`src/rtl/ascon_ct_tag_streamer.sv`:
```
// Ascon ciphertext/tag byte streamer.
// Captures {ct, tag} on core completion and emits it MSB byte first.
module ascon_ct_tag_streamer #(
  parameter int Y     = 40,
  parameter int TAG_W = 128
) (
  input  logic             clk,
  input  logic             rst,
  input  logic             done_i,
  input  logic [Y-1:0]     cipher_text_i,
  input  logic [TAG_W-1:0] tag_i,
  input  logic             start_i,
  output logic [7:0]       byte_o,
  output logic             byte_valid_o,
  input  logic             byte_ready_i,
  output logic             last_o,
  output logic             busy_o,
  output logic             done_o,
  output logic             overrun_o
);

  localparam int N  = Y / 8 + TAG_W / 8;
  localparam int SW = Y + TAG_W;
  localparam int CW = $clog2(N);

  localparam logic [CW-1:0] LAST_CNT = CW'(N - 1);
  localparam logic [CW-1:0] ONE_CNT  = CW'(1);

  typedef enum logic [1:0] {
    IDLE,
    LOADED,
    STREAM
  } state_t;

  state_t        state;
  logic [SW-1:0] sr;
  logic [CW-1:0] cnt;
  logic          done_q;
  logic          ovr_q;
  logic          in_stream;
  logic          is_last;

  assign in_stream = (state == STREAM);
  assign is_last   = (cnt == LAST_CNT);

  // Frame output view; byte/last are only meaningful while streaming.
  assign byte_o       = in_stream ? sr[SW-1 -: 8] : 8'h00;
  assign byte_valid_o = in_stream;
  assign last_o       = in_stream & is_last;
  assign busy_o       = (state != IDLE);
  assign done_o       = done_q;
  assign overrun_o    = ovr_q;

  // Capture, handshake-driven shifting, and overrun tracking.
  always_ff @(posedge clk) begin
    if (rst) begin
      state  <= IDLE;
      sr     <= '0;
      cnt    <= '0;
      done_q <= 1'b0;
      ovr_q  <= 1'b0;
    end else begin
      done_q <= 1'b0;
      unique case (state)
        IDLE: begin
          if (done_i) begin
            sr    <= {cipher_text_i, tag_i};
            cnt   <= '0;
            state <= LOADED;
          end
        end
        LOADED: begin
          // A fresh result arriving now is dropped and flagged; that
          // flag wins over the clear from a simultaneous start.
          if (done_i) begin
            ovr_q <= 1'b1;
          end else if (start_i) begin
            ovr_q <= 1'b0;
          end
          if (start_i) begin
            state <= STREAM;
          end
        end
        STREAM: begin
          if (done_i) begin
            ovr_q <= 1'b1;
          end
          if (byte_ready_i) begin
            sr  <= sr << 8;
            cnt <= cnt + ONE_CNT;
            if (is_last) begin
              state  <= IDLE;
              done_q <= 1'b1;
            end
          end
        end
        default: begin
          state <= IDLE;
        end
      endcase
    end
  end

endmodule

```
`config.mk`:
```
export PLATFORM = sky130hd
export DESIGN_NAME = ascon_ct_tag_streamer
export DESIGN_NICKNAME = d
export VERILOG_FILES = /design/src/rtl/ascon_ct_tag_streamer.sv
export SDC_FILE = /design/constraint.sdc
export NUM_CORES = 1
export LEC_CHECK = 0
export CAP_MARGIN = 0
export CORE_ASPECT_RATIO = 1.5
export CORE_UTILIZATION = 54
export DETAILED_ROUTE_END_ITERATION = 10
export GPL_TIMING_DRIVEN = 1
export HOLD_SLACK_MARGIN = 0.02
export PLACE_DENSITY = 0.82
export SLEW_MARGIN = 5
export SYNTH_ARGS = -nofsm -noshare
export SYNTH_HDL_FRONTEND = slang
export SYNTH_SLANG_ARGS = --single-unit
```
`constraint.sdc`:
```
create_clock -name clk -period 3.1 [get_ports clk]
set_input_delay 0.465 -clock clk [delete_from_list [all_inputs] [get_ports clk]]
set_output_delay 0.465 -clock clk [all_outputs]
set_load 0.005 [all_outputs]
```
==> results.cfg, run 1 <==
[yosys]
synthArstFlopShare_pct = 0
yosysUniqueCellTypes = 30
yosysMostFrequentCell = dfxtp_1
ys_seq_elements = 177
yosysWarnings = 0
syn_area_um2 = 7696
synth-edff-count = 0
post-synth-top-area-cell = dfxtp_1
ys.flop_type = dfxtp_1
postSynthCellCount = 814
synth_top_area_share_pct = 46.04
syn_avg_cell_area_um2 = 9.455
yosysSeqAreaShare_pct = 46.04
syn-num-nets = 989
synth_commonest_cells = 177 x dfxtp_1, 165 x inv_1, 162 x o22ai_1
synth.area.top_cells = dfxtp_1 46%, a211oi_2 16%, o22ai_1 13%, inv_1 8.0%, a211oi_1 6.0%

[place]
place_congestion = 0.8223
numPortBuffers = 185
place_area_um2 = 9667
hpwl_mm = 12.93
pre_cts_ws_ns = 0.5165

[floorplan]
core_um2 = 13990
dieArea_um2 = 14740
die_width_um = 99.48
initial_core_util_pct = 55.00
io_pins = 186
die-height_um = 148.2
rows = 53

[routing]
drt_wl_total_mm = 19.58
vias_per_cell = 5.641
first_pass_iters = 5
drtAntennaViolNets = 0
drcViolationCount = 0
wl_per_cell_um = 16.80
drt_iter0_drc = 347
route.vias.total = 6572

[sta]
slew_headroom_pct = 46.27
fmax_ghz = 0.4085
finalSetupViolations = 0
tightest_slew_ns = 0.8042
hold_viol = 0
finalSetupTns_ns = 0
fin_crit_sh_pct = 78.96
fin_ws_ns = 0.6523
period_minus_slack_ns = 2.448
grt_setup_unrepaired = false
hold-worst-slack_ns = 0.4605
finClkSkew_ns = 0.009472
slew_violations = 0

[pwr]
power.share.sequential_pct = 46.9
combPwrFrac_pct = 17.6
switching_share_pct = 27.27
cellPowerDensity_nw_per_um2 = 547.9
switchingPower_uw = 1526
p_leak_uw = 0.003674
ir_drop_mv = 0.3444
internal-power_uw = 4071
p_clk_share_pct = 35.5

[clock_tree]
clk_latency_ns = 0.42
clk_pin_slew_ns = 0.07
cts_sinks = 177
cts_setup_buffers = 0
htreeDepth = 4
cts_root_buf = clkbuf_16
cts_hold_buf = 0
cts_resized = 0
cts_max_path_buffers = 2
tritoncts = built
cts_buffers = 17

[global_routing]
grt_pass1_wl_mm = 31.34
grt_util_all_layers_pct = 26.74
antenna_found_initial = 1
first_global_vias = 6523
grt_max_degree = 64
grt-ovfl-total = 0

[setup_path]
crit_required_ns = 2.63
arrival_ns = 1.98
path_max_fanout = 11
start_kind = flop
reg2reg_from = state[0]$_SDFFE_PP0P_
startpoint = state[1]$_SDFFE_PP0P_
path_class = reg -> out
critPathCaptureType = primary output

[finish]
fin_nets = 1134
area_growth_pct = 32.73
postLayoutCellArea_um2 = 10210
fillers = 1066
layout-drive-gt1-share_pct = 16.05

[hold_path]
hp-class = reg -> reg
worstHoldStart = sr[140]$_SDFFE_PP0P_

[status]
status = finished clean

[job]
drv_cap = 0
[cells in the final DEF, fill, tap and decap left out, drive strengths merged, types with 3 or more instances in the layout]
master         Yosys  layout
nor3              10      10
a21oi             14      14
o21ai             11      11
a211oi           161     161
nand3              4       4
clkbuf            38      20
inv              165     170
clkinv             0       5
dfxtp            177     177
buf               41      21
nand2             11      11
clkdlybuf4s50      0     184
or2                3       3
o22ai            162     162
[flip-flops by register name (all words and copies together), names as in the netlist]
name,count
sr,168
cnt,5
state,2
done_o,1
overrun_o,1
[final cells by class]
cell class | instances | area [um2] | area share (%)
well taps | 192 | 240.2 | 2.352
flip-flops and latches | 177 | 3543 | 34.69
clock inverters | 12 | 98.84 | 0.9677
diodes | 1 | 2.502 | 0.02450
repair buffers | 205 | 2141 | 20.96
multi-input cells | 393 | 3123 | 30.57
inverters | 165 | 619.3 | 6.063
clock buffers | 20 | 446.7 | 4.373
[metrics by stage]
| step | util (%) | total power, uW | cells |
|---|---|---|---|
| floorplan | - | 3269 | 814 |
| global placement | 69.09 | 3613 | 1132 |
| detailed placement | 69.09 | 3645 | 1132 |
| CTS | 72.99 | 5632 | 1164 |
| global route | 73.00 | 5832 | 1165 |
| finish | 73.00 | 5597 | 1165 |
[worst max-delay path, stage by stage (launching register included)]
cell             delay [ns]
dfxtp_1                0.49
inv_1                  0.23
nor3_1                 0.30
clkdlybuf4s50_1        0.55
[worst paths after layout]
check	slack, ns	end	depth (start not counted)
setup / recovery	0.65	byte_o[3]	3
hold / removal	0.46	sr[140]$_SDFFE_PP0P_	2
setup reg to reg	0.92	sr[132]$_SDFFE_PP0P_	4
hold reg to reg	0.46	sr[140]$_SDFFE_PP0P_	2
[kinds of logic (layout without fill, tap and decap cells)]
group,after synthesis,after routing,share of synthesized area [%]
compound gates,350,350,37.20
mux,2,2,0.3089
buf+inv,244,402,13.44
fa+ha+maj,2,2,0.3251
flops,177,177,46.04
other cells,0,1,0
simple gates,39,39,2.683
[power by group through the flow]
stage / Clock [uW] / Combinational (uW) / Sequential [uW]
after floorplan: 0 / 642 / 2630
after global placement: 0 / 954 / 2660
after detailed placement: 0 / 976 / 2670
after CTS: 2030 / 986 / 2620
after global routing: 2120 / 1070 / 2640
final: 1990 / 985 / 2620
[per-layer routing]
metal	part of all wire, %	track usage, %
met5	0	0
met4	1.9	10.07
met3	3.8	4.511
met2	52	46.77
met1	42	32.73
Note: power is estimated with default switching activity, not from simulation.
==> inputs of run 2 (changes only) <==
- CORE_UTILIZATION: 54 -> 50
- PLACE_DENSITY: 0.82 -> 0.77
- clock period: 3.1 -> 2.4 ns (I/O delays scaled with it)
==> run 2 against run 1 <==
Power up 31%. Sequential share of layout area up 0.080 points. Core utilization down 5.3 points. Routed wire length down 4.6%. Design area down 0.16%. Register-to-register slack worse by 0.31 ns. Highest routed layer unchanged.
==> results.cfg, run 2 (synthesized netlist as in run 1, its figures left out) <==
[sta]
slew_headroom_pct = 59.31
tightest_slew_ns = 0.6104
hold_viol = 0
fmax_ghz = 0.4454
finalSetupViolations = 0
fin_crit_sh_pct = 93.55
slew_violations = 0
finalSetupTns_ns = 0
fin_ws_ns = 0.1547
period_minus_slack_ns = 2.245
finClkSkew_ns = 0.006652
hold-worst-slack_ns = 0.4572
grt_setup_unrepaired = false

[floorplan]
die-height_um = 154.0
rows = 55
initial_core_util_pct = 51.07
die_width_um = 103.3
dieArea_um2 = 15900
io_pins = 186
core_um2 = 15070

[pwr]
switchingPower_uw = 1903
p_clk_share_pct = 36.9
combPwrFrac_pct = 17.0
power.share.sequential_pct = 46.1
ir_drop_mv = 0.3796
switching_share_pct = 25.92
p_leak_uw = 0.003650
cellPowerDensity_nw_per_um2 = 720.0
internal-power_uw = 5439

[finish]
area_growth_pct = 32.51
layout-drive-gt1-share_pct = 15.93
fillers = 1184
fin_nets = 1131
largest_reg_flops = 168
postLayoutCellArea_um2 = 10200
final_common_cell = clkdlybuf4s50_1
top_regs = sr (168), cnt (5), state (2)
final_cell_mix = 184 x clkdlybuf4s50_1, 175 x dfxtp_1, 165 x inv_1
top_register = sr
multiInputGateArea_um2 = 3123
seqCellArea_um2 = 3546

[job]
drv_cap = 0

[hold_path]
hp-class = reg -> reg

[clock_tree]
cts_root_buf = clkbuf_16
cts_hold_buf = 0
tritoncts = built
cts_buffers = 17
cts_setup_buffers = 0
clk_pin_slew_ns = 0.07
cts_max_path_buffers = 2
clk_latency_ns = 0.41
cts_sinks = 177
htreeDepth = 4

[setup_path]
crit_required_ns = 2.04
critPathCaptureType = primary output
path_max_fanout = 11
arrival_ns = 1.89
start_kind = flop
path_class = reg -> out

[global_routing]
grt-ovfl-total = 0
first_global_vias = 6295
grt_util_all_layers_pct = 24.40
grt_max_degree = 83
grt_pass1_wl_mm = 30.32
antenna_found_initial = 1

[place]
place_congestion = 0.7637
numPortBuffers = 185
pre_cts_ws_ns = 0.3049
place_area_um2 = 9618
hpwl_mm = 11.87

[routing]
vias_per_cell = 5.473
drcViolationCount = 0
first_pass_iters = 4
drtAntennaViolNets = 0
drt_wl_total_mm = 18.68
route.vias.total = 6387
drt_iter0_drc = 351
wl_per_cell_um = 16.01

[status]
status = finished clean
run 2: cell types whose count changed in the layout (fill, tap and decap cells not counted):
cell / delta
buf_12: -3
buf_6: -1
dfxtp_2: +2
clkinv_2: -1
clkinvlp_4: +3
clkbuf_8: +1
clkinv_4: -3
dfxtp_1: -2
inv_6: -2
bufinv_16: +2
clkbuf_1: -1
run 2: worst paths after layout:
kind | start | endpoint | slack [ns] | cells past startpoint
setup / recovery | state[1]$_SDFFE_PP0P_ | byte_o[6] | 0.15 | 3
hold / removal | sr[137]$_SDFFE_PP0P_ | sr[137]$_SDFFE_PP0P_ | 0.46 | 2
hold reg to reg | sr[137]$_SDFFE_PP0P_ | sr[137]$_SDFFE_PP0P_ | 0.46 | 2
setup reg to reg | state[0]$_SDFFE_PP0P_ | sr[126]$_SDFFE_PP0P_ | 0.61 | 4
run 2: routing by layer:
metal	vias up	global-route usage (%)	part of all wire, %
li1	3235	-	-
met1	2954	31.49	43
met2	179	39.52	50
met3	19	5.727	4.6
met4	0	8.317	1.7
met5	-	0	0
run 2: what timing repair did:
| action | 4_1_cts | 5_1_grt |
|---|---|---|
| gates resized for setup | 2 | 0 |
| setup endpoints to repair | 5 | 0 |
| endpoints found under the hold margin | 0 | 0 |
run 2: per-stage QoR:
step           cells  util, %  power, uW
2_1_floorplan    814        -       4222
3_3_place_gp    1136    63.82       4668
3_5_place_dp    1136    63.82       4691
4_1_cts         1166    67.65       7394
5_1_grt         1167    67.67       7690
6_report        1167    67.67       7343
run 2: layout make-up:
cell class              count  area share, %
clock inverters            11          1.300
flip-flops and latches    177          34.77
inverters                 165          6.073
repair buffers            202          20.43
diodes                      1        0.02454
well taps                 199          2.441
clock buffers              19          4.343
multi-input cells         393          30.62
run 2: critical path, stage by stage, from the launching register on:
cell	delay, ns
dfxtp_2	0.42
inv_1	0.19
nor3_1	0.30
clkdlybuf4s50_1	0.55
run 2: power groups by stage:
| stage | logic (uW) | registers, uW | clock network (uW) |
|---|---|---|---|
| after floorplan | 829 | 3390 | 0 |
| after global routing | 1360 | 3420 | 2900 |
| after detailed placement | 1240 | 3450 | 0 |
| final | 1250 | 3390 | 2710 |
| after global placement | 1230 | 3440 | 0 |
| after CTS | 1250 | 3390 | 2750 |
